$ cat config.mk
export PLATFORM = sky130hd
export DESIGN_NAME = dual_rail_result_capture
export DESIGN_NICKNAME = d
export VERILOG_FILES = /design/src/rtl/dual_rail_result_capture.sv
export SDC_FILE = /design/constraint.sdc
export NUM_CORES = 1
export LEC_CHECK = 0
export BUFFER_PORTS_ARGS = -buffer_cell sky130_fd_sc_hd__buf_4
export CAP_MARGIN = 5
export CELL_PAD_IN_SITES_DETAIL_PLACEMENT = 0
export CELL_PAD_IN_SITES_GLOBAL_PLACEMENT = 1
export CORE_UTILIZATION = 34
export DETAILED_ROUTE_END_ITERATION = 8
export PLACE_DENSITY = 0.67
export SKIP_LAST_GASP = 1
export SLEW_MARGIN = 20
export SYNTH_ARGS = -nofsm -noshare
export SYNTH_HDL_FRONTEND = slang
export SYNTH_SLANG_ARGS = --single-unit
$ cat constraint.sdc
create_clock -name clk -period 2.1 [get_ports clk]
set_input_delay 0.525 -clock clk [delete_from_list [all_inputs] [get_ports clk]]
set_output_delay 0.525 -clock clk [all_outputs]
set_load 0.05 [all_outputs]
$ cat src/rtl/dual_rail_result_capture.sv
`default_nettype none
// ============================================================================
// Module      : dual_rail_result_capture
// Description : Bridges the dual-rail ripple adder into the clocked domain.
//               Synchronises every rail, detects four-phase completion
//               (all bits valid, then all bits NULL), captures {cout, sum}
//               into a binary register offered over valid/ready, and returns
//               a four-phase acknowledge to the adder's operand source.
// Optional    : `define DR_ILLEGAL_DETECT_EN enables the sticky dr_err flag
//               for bits showing both rails high; otherwise dr_err is 0.
// Ports       : clk, rst (async, active-high)
//               sum_one/sum_zero [WIDTH], cout_one/cout_zero  - dual-rail in
//               ack_out                                       - 4-phase ack
//               res_data [WIDTH+1], res_valid, res_ready      - result out
//               dr_err                                        - illegal flag
// Revision    : 1.0 - initial release
// ============================================================================
module dual_rail_result_capture #(
  parameter int WIDTH         = 8,
  parameter int SYNC_STAGES   = 2,  // minimum 2
  parameter int STABLE_CYCLES = 2   // minimum 1
) (
  input  logic             clk,
  input  logic             rst,
  input  logic [WIDTH-1:0] sum_one,
  input  logic [WIDTH-1:0] sum_zero,
  input  logic             cout_one,
  input  logic             cout_zero,
  output logic             ack_out,
  output logic [WIDTH:0]   res_data,
  output logic             res_valid,
  input  logic             res_ready,
  output logic             dr_err
);

  localparam int N     = WIDTH + 1;
  localparam int CNT_W = (STABLE_CYCLES > 1) ? $clog2(STABLE_CYCLES) : 1;
  localparam logic [CNT_W-1:0] CNT_LAST = CNT_W'(STABLE_CYCLES - 1);

  typedef enum logic [1:0] {
    NULL_WAIT = 2'd0,
    PRESENT   = 2'd1,
    DRAIN     = 2'd2
  } state_t;

  // --------------------------------------------------------------------------
  // Rail synchronisers: every true/false rail gets SYNC_STAGES flops.
  // --------------------------------------------------------------------------
  logic [SYNC_STAGES-1:0][N-1:0] sync_one;
  logic [SYNC_STAGES-1:0][N-1:0] sync_zero;

  always_ff @(posedge clk or posedge rst) begin
    if (rst) begin
      sync_one  <= '0;
      sync_zero <= '0;
    end else begin
      sync_one[0]  <= {cout_one, sum_one};
      sync_zero[0] <= {cout_zero, sum_zero};
      for (int i = 1; i < SYNC_STAGES; i++) begin
        sync_one[i]  <= sync_one[i-1];
        sync_zero[i] <= sync_zero[i-1];
      end
    end
  end

  logic [N-1:0] one_s;
  logic [N-1:0] zero_s;
  assign one_s  = sync_one[SYNC_STAGES-1];
  assign zero_s = sync_zero[SYNC_STAGES-1];

  // A bit is valid only with exactly one rail high, so an illegal (11) bit
  // never contributes to completion.
  logic complete;
  logic all_null;
  assign complete = &(one_s ^ zero_s);
  assign all_null = ~|(one_s | zero_s);

  // --------------------------------------------------------------------------
  // Completion FSM with stability counter.
  // --------------------------------------------------------------------------
  state_t          state;
  logic [CNT_W-1:0] stab_cnt;
  logic            null_seen;
  logic            cond;
  logic            met;
  logic            change;

  always_comb begin
    cond   = (state == NULL_WAIT) ? complete : all_null;
    met    = cond && (stab_cnt == CNT_LAST);
    change = 1'b0;
    case (state)
      NULL_WAIT: change = met;
      PRESENT:   change = res_ready;  // res_valid is always 1 in PRESENT
      DRAIN:     change = met;
      default:   change = 1'b1;
    endcase
  end

  always_ff @(posedge clk or posedge rst) begin
    if (rst) begin
      state     <= NULL_WAIT;
      stab_cnt  <= '0;
      null_seen <= 1'b0;
      res_data  <= '0;
      res_valid <= 1'b0;
      ack_out   <= 1'b0;
    end else begin
      // Counter restarts on any state change or when the watched condition
      // drops; it saturates so a held condition stays "met".
      if (change || !cond) begin
        stab_cnt <= '0;
      end else if (stab_cnt != CNT_LAST) begin
        stab_cnt <= stab_cnt + CNT_W'(1);
      end

      case (state)
        NULL_WAIT: begin
          if (met) begin
            res_data  <= one_s;
            res_valid <= 1'b1;
            ack_out   <= 1'b1;
            null_seen <= 1'b0;
            state     <= PRESENT;
          end
        end
        PRESENT: begin
          if (met) begin
            null_seen <= 1'b1;
          end
          if (res_ready) begin
            res_valid <= 1'b0;
            null_seen <= 1'b0;
            // Return-to-zero already observed: release the adder right away.
            if (null_seen || met) begin
              ack_out <= 1'b0;
              state   <= NULL_WAIT;
            end else begin
              state <= DRAIN;
            end
          end
        end
        DRAIN: begin
          if (met) begin
            ack_out <= 1'b0;
            state   <= NULL_WAIT;
          end
        end
        default: begin
          res_valid <= 1'b0;
          ack_out   <= 1'b0;
          null_seen <= 1'b0;
          state     <= NULL_WAIT;
        end
      endcase
    end
  end

  // --------------------------------------------------------------------------
  // Sticky illegal-code detection.
  // --------------------------------------------------------------------------
`ifdef DR_ILLEGAL_DETECT_EN
  logic             illegal_any;
  logic [CNT_W-1:0] ill_cnt;
  logic             dr_err_r;

  assign illegal_any = |(one_s & zero_s);

  always_ff @(posedge clk or posedge rst) begin
    if (rst) begin
      ill_cnt  <= '0;
      dr_err_r <= 1'b0;
    end else begin
      if (!illegal_any) begin
        ill_cnt <= '0;
      end else if (ill_cnt != CNT_LAST) begin
        ill_cnt <= ill_cnt + CNT_W'(1);
      end
      if (illegal_any && (ill_cnt == CNT_LAST)) begin
        dr_err_r <= 1'b1;
      end
    end
  end

  assign dr_err = dr_err_r;
`else
  assign dr_err = 1'b0;
`endif

endmodule
`default_nettype wire

==> results of run 1 <==
## cells in the mapped netlist (2+ instances only)
cell and count:
nand3_1 3, nand2_1 8, o21ai_0 5, dfrtp_1 51, buf_6 2, nor2_1 4
nand4_1 2, ha_1 9, o21a_1 2, inv_1 19, mux2_2 9
## worst max path at each step
stage,from,to,cells after the start
finish,one_s[4],res_data[6],7
global route,one_s[6],res_data[6],7
CTS,one_s[4],res_data[6],7
detailed placement,one_s[4],res_data[6],7
global placement,one_s[6],res_data[6],7
floorplan,rst,ack_out,1
## report_power, final
| part | total, W | leakage (nW) | internal, W | switching (W) |
|---|---|---|---|---|
| combinational | 0.0000834 | 0.452 | 0.0000397 | 0.0000437 |
| sequential | 0.00103 | 0.624 | 0.00102 | 0.0000103 |
| clock | 0.000552 | 0.0484 | 0.000270 | 0.000282 |
| total | 0.00166 | 1.12 | 0.00133 | 0.000336 |
## flip-flops by register name, indices dropped and copies added, names as in the netlist
register and cells:
res_data 9, state 2, one_s 9, sync_zero 9, ack_out 1, sync_one 9, stab_cnt 1, zero_s 9
null_seen 1, res_valid 1
## final cells by class
cell class,count,area (µm²),share of cell area (%)
Multi-Input combinational cell,51,389,17.8
Clock inverter,1,8.76,0.401
Timing Repair Buffer,34,268,12.3
Tap cell,67,83.8,3.84
Clock buffer,7,86.3,3.95
Inverter,19,71.3,3.27
Sequential cell,51,1280,58.5
## through the flow
step,cells,hold WS [ns]
floorplan,124,0.331
global placement,222,0.333
detailed placement,222,0.335
CTS,230,0.269
global route,230,0.293
finish,230,0.273
## per-layer routing
metal  wire, µm  track usage, %  vias to the layer above
li1           -               -                      468
met1       1060            13.1                      477
met2       1290            16.7                       22
met3        130            4.34                        2
met4         23            4.49                        0
met5          0               0                        -
## kinds of logic (layout without fill, tap and decap cells)
logic type      Yosys count  in the layout  synth area share [%]
other cells               1              1                 0.212
compound gates           10             10                  3.33
mux                       9              9                  5.74
fa+ha+maj                 9              9                  6.37
simple gates             22             22                  6.37
buf+inv                  22             61                  5.74
flops                    51             51                  72.2
## critical path, stage by stage (launching register included)
cell and delay [ns]:
dfrtp_1 0.36, inv_1 0.05, ha_1 0.27, nand4bb_1 0.15, nor3_2 0.21, and3_1 0.21, buf_4 0.15, mux2_2 0.34
## cells in the final DEF (no fill, tap or decap), types with 2 or more instances in the layout
master    instances
dfrtp_1          51
mux2_2            9
o21ai_0           5
ha_1              9
nand3_1           3
buf_4            33
nor2_1            4
nand4_1           2
inv_1            18
nand2_1           8
o21a_1            2
clkbuf_8          6
==> Flow_metrics.wiki, run 1 <==
{| class="wikitable"
! Metric !! Value
|-
| Syn Std Cell Area || about 1800 µm²
|-
| Count of boundary I/O pins || 33
|-
| Residual antenna-violating net count after detailed routing || 0
|-
| Worst-path maximum fanout || 5
|-
| Clock slew at reported path FFs || 0.09 ns
|-
| Pins Over Slew Limit || 0
|-
| Pwr/cell area || 761 nW/µm²
|-
| Area of the die || 5490 µm²
|-
| Launch instance of the worst register-to-register path || one_s[4]
|-
| Accumulated negative setup slack || 0 ns
|-
| Type of the most critical hold path || primary input to async pin
|-
| Library cell occupying the most area in the post-synthesis netlist || dfrtp_1
|-
| Number of buffers inserted during clock tree synthesis || 5
|-
| RSZ-0062 raised after global routing || false
|-
| Core Region || 4850 µm²
|-
| Maximum buffer depth of the clock tree || 2
|-
| Clock tree from TritonCTS || built
|-
| Router iterations before antenna repair || 4
|-
| Post-DP Area || roughly 2100 µm²
|-
| Post-place setup slack || 0.258 ns
|-
| Area fraction of the dominant cell type after synthesis || a little over 70%
|-
| Total global routing track utilization || 10.7%
|-
| Number of max-cap violations || 0
|-
| Starting utilization of the core area || a little over a third
|-
| Number of flops mapped to enable cells by yosys || 0
|-
| Flip-flop cell with the highest count after synthesis || dfrtp_1
|-
| Fraction of registers with async set or reset after synthesis || between 90% and 100%
|-
| Clk sinks || 51
|-
| Clock Skew || approximately 0.008 ns
|-
| Root buffer selected by CTS || clkbuf_8
|-
| Fraction of final layout cells with drive strength greater than 1 || a little under a third
|-
| Total nets after synthesis || roughly 150
|-
| Count of vias placed by the detailed router || 969
|-
| Relative area change from synthesis to final layout || 23.6%
|-
| Worst endpoint required time || roughly 2.3 ns
|-
| Sequential fraction of the synthesis area || between 70 and 80%
|-
| # Post-CTS Setup Buffers || 0
|-
| Syn Inst Count || 124
|-
| CP Data Arrival Time || 2.02 ns
|-
| Number of distinct library cell variants in the gate-level netlist after synthesis || 21
|-
| # fillers || 453
|-
| Latest clock arrival within the worst-skew pair || 0.29 ns
|-
| Highest clock frequency the design can meet || 541 MHz
|-
| Total global routing overflow || 0
|-
| Endpoint of the worst-slack reg-to-reg timing path || res_data[6]
|-
| Htree depth || 2
|-
| Port Buffers || 31
|-
| Initial antenna violation count || 0
|-
| Die boundary height || 74.1 µm
|-
| Post-layout total power || between 0.0015 and 0.002 W
|-
| Number of synthesized register bits || 51
|-
| Routed wire per std cell || 10.9 µm
|-
| Number of global-route vias before repair || 996
|-
| # DRC || 0
|-
| Result of the run || finished clean
|-
| DIE WIDTH || between 70 and 80 µm
|-
| Maximum vdd drop || ~0.52 mV
|-
| Fin util || a little under half
|-
| Finish-stage setup viols || 0
|-
| Total Nets Final || 192
|-
| Weighted congestion at the end of routability-driven global placement || 0.777
|-
| Number of antenna diodes || 0
|-
| Final WL || roughly 2.5 mm
|-
| Number of placement rows || 25
|-
| Mean post-synth cell area || 14.2 µm²
|-
| Register-to-register path setup slack || 0.25 ns
|-
| Main area contributors after synthesis || dfrtp_1, ha_1, mux2_2
|-
| Endpoint kind of the worst setup timing path || register
|-
| Largest net degree at the start of global routing || between 50 and 60
|-
| Pleak || about 1.1 nW
|-
| Crit path kind || register to register
|-
| Post-route standard cell area excluding fillers || 2180 µm²
|-
| HPWL after DPL || 1.89 mm
|-
| Post-CTS Resized || 0
|-
| Number of buffers inserted by hold repair at cts || 0
|-
| Startpoint type of the worst setup path || register
|-
| Shortest period the worst path allows || ~1.8 ns
|-
| Via density || roughly 4.2
|-
| First-pass GRT wire length || 4.22 mm
|-
| Starting DRC count in detailed routing || 28
|-
| Reg2reg path depth || 7
|-
| Fin crit share || 88.1%
|-
| Crit path setup slack, layout || about 0.25 ns
|-
| Total of warnings raised by yosys || 0
|-
| Count of final hold-check violations || 0
|}
Note: power is estimated with default switching activity, not from simulation.
==> run 2, diff against run 1 <==
TNS_END_PERCENT = 100   (was not set)
clock period = 2.2 ns   (was 2.1 ns; I/O delays follow)
==> Flow_metrics.wiki, run 2 (synthesis results as in run 1) <==
{| class="wikitable"
! Metric !! Value
|-
| Total global routing track utilization || 10.8% (+0.11 points)
|-
| Number of max-cap violations || 0 (unchanged)
|-
| Latest clock arrival within the worst-skew pair || 0.30 ns (about the same)
|-
| Post-layout total power || 0.00179 W (+7.8%)
|-
| Count of boundary I/O pins || 33 (unchanged)
|-
| Core Region || 4850 µm² (unchanged)
|-
| Clock slew at reported path FFs || 0.08 ns (about the same)
|-
| Number of buffers inserted during clock tree synthesis || 5 (unchanged)
|-
| Via density || 4.15 (-1.4%)
|-
| Maximum buffer depth of the clock tree || 2 (unchanged)
|-
| Filler-free cell count of the finished design || 228 (-0.87%)
|-
| Startpoint type of the worst setup path || register
|-
| Reg2reg path depth || 6 (-1)
|-
| Initial antenna violation count || 0 (unchanged)
|-
| Finish-stage setup viols || 0 (unchanged)
|-
| Number of placement rows || 25 (unchanged)
|-
| Endpoint kind of the worst setup timing path || register
|-
| Register-to-register path setup slack || 0.19 ns (-0.06 ns)
|-
| Starting DRC count in detailed routing || 34 (+21%)
|-
| Post-CTS Resized || 0 (unchanged)
|-
| Routed wire per std cell || 10.9 µm (+0.23%)
|-
| Number of buffers inserted by hold repair at cts || 0 (unchanged)
|-
| Launch instance of the worst register-to-register path || one_s[6]
|-
| Die boundary height || 74.1 µm (unchanged)
|-
| DIE WIDTH || 74.1 µm (unchanged)
|-
| Type of the most critical hold path || primary input to async pin
|-
| Total Nets Final || 190 (-1.0%)
|-
| Shortest period the worst path allows || 2.01 ns (+0.165 ns)
|-
| Count of vias placed by the detailed router || 947 (-2.3%)
|-
| Worst-path maximum fanout || 9 (+4)
|-
| Highest clock frequency the design can meet || 496 MHz (-8.2%)
|-
| Final WL || 2.49 mm (-0.64%)
|-
| Weighted congestion at the end of routability-driven global placement || 0.773 (-0.44%)
|-
| # Post-CTS Setup Buffers || 0 (unchanged)
|-
| Largest net degree at the start of global routing || 52 (unchanged)
|-
| Pins Over Slew Limit || 0 (unchanged)
|-
| Clock tree from TritonCTS || built
|-
| Worst endpoint required time || 2.38 ns (+0.11 ns)
|-
| Area of the die || 5490 µm² (unchanged)
|-
| First-pass GRT wire length || 4.21 mm (-0.31%)
|-
| Fraction of final layout cells with drive strength greater than 1 || 31.1% (-0.85 points)
|-
| Number of antenna diodes || 0 (unchanged)
|-
| Fin crit share || 91.6% (+3.5 points)
|-
| Clk sinks || 51 (unchanged)
|-
| Placed Cells incl. Taps || 220 (-0.90%)
|-
| Highest-count cells in the layout ignoring fill and taps || dfrtp_1, buf_4, inv_1
|-
| # DRC || 0 (unchanged)
|-
| Count of final hold-check violations || 0 (unchanged)
|-
| Port Buffers || 31 (unchanged)
|-
| Residual antenna-violating net count after detailed routing || 0 (unchanged)
|-
| Pwr/cell area || 812 nW/µm² (+6.7%)
|-
| Clock Skew || 0.00700 ns (-0.000851 ns)
|-
| Crit path kind || register to register
|-
| Root buffer selected by CTS || clkbuf_8
|-
| Starting utilization of the core area || 36.4% (unchanged)
|-
| Router iterations before antenna repair || 4 (unchanged)
|-
| Htree depth || 2 (unchanged)
|-
| Pleak || 1.13 nW (+0.54%)
|-
| Number of global-route vias before repair || 968 (-2.8%)
|-
| Leading cell type in the layout, fill and taps excluded || dfrtp_1
|-
| # fillers || 450 (-0.66%)
|-
| Result of the run || finished clean
|-
| Accumulated negative setup slack || 0 ns (unchanged)
|-
| Total global routing overflow || 0 (unchanged)
|-
| CP Data Arrival Time || 2.20 ns (+0.18 ns)
|-
| Relative area change from synthesis to final layout || 24.9%
|-
| Endpoint of the worst-slack reg-to-reg timing path || res_data[2]
|-
| HPWL after DPL || 1.81 mm (-4.4%)
|-
| RSZ-0062 raised after global routing || false
|-
| Maximum vdd drop || 0.391 mV (-25%)
|-
| Fin util || 45.5% (+0.46 points)
|}
[run 2: changes by cell type in the layout (fill, tap and decap cells not counted), sizes merged]
cell	previous run	this run
clkbuf	7	6
buf	34	32
clkinv	1	0
bufinv	0	2
[run 2: worst max path at each step]
stage / start / endpoint / slack (ns) / cells past startpoint
3_3_place_gp: one_s[6] / res_data[6] / 0.23 / 6
5_1_grt: one_s[6] / res_data[2] / 0.01 / 6
6_report: one_s[6] / res_data[2] / 0.19 / 6
4_1_cts: one_s[6] / res_data[2] / 0.15 / 6
2_1_floorplan: rst / ack_out / 0.42 / 1
3_5_place_dp: one_s[6] / res_data[4] / 0.17 / 6
[run 2: where the power goes]
group	total, W	internal, W	leakage [nW]	switching (W)
Clock	0.000733	0.000454	0.0654	0.000279
Sequential	0.000980	0.000970	0.624	0.0000102
Combinational	0.0000777	0.0000373	0.441	0.0000404
Total	0.00179	0.00146	1.13	0.000330
[run 2: layer usage]
metal	wire, µm	up-vias	global-route usage [%]
met5	0	-	0
met4	46	0	5.77
met3	118	5	4.07
met2	1240	23	16.5
met1	1080	457	13.3
li1	-	462	-
[run 2: area by class of cell]
class / count / area, µm² / share of cell area, %
well taps: 67 / 83.8 / 3.80
multi-input cells: 51 / 389 / 17.6
inverters: 19 / 71.3 / 3.23
clock inverters: 2 / 60.1 / 2.72
repair buffers: 32 / 253 / 11.5
flip-flops and latches: 51 / 1280 / 57.9
clock buffers: 6 / 72.6 / 3.29
[run 2: per-stage QoR]
stage	area, µm²	worst slack [ns]	hold WS [ns]
floorplan	1770	0.420	0.331
global placement	2070	0.230	0.333
detailed placement	2070	0.171	0.335
CTS	2210	0.150	0.284
global route	2210	0.0128	0.300
finish	2210	0.186	0.286
[run 2: critical path, cell delays in order (launching register included)]
cell	delay, ns
dfrtp_1	0.35
inv_1	0.05
ha_1	0.26
nand4_1	0.10
nor3_2	0.28
and3_1	0.47
mux2_2	0.39
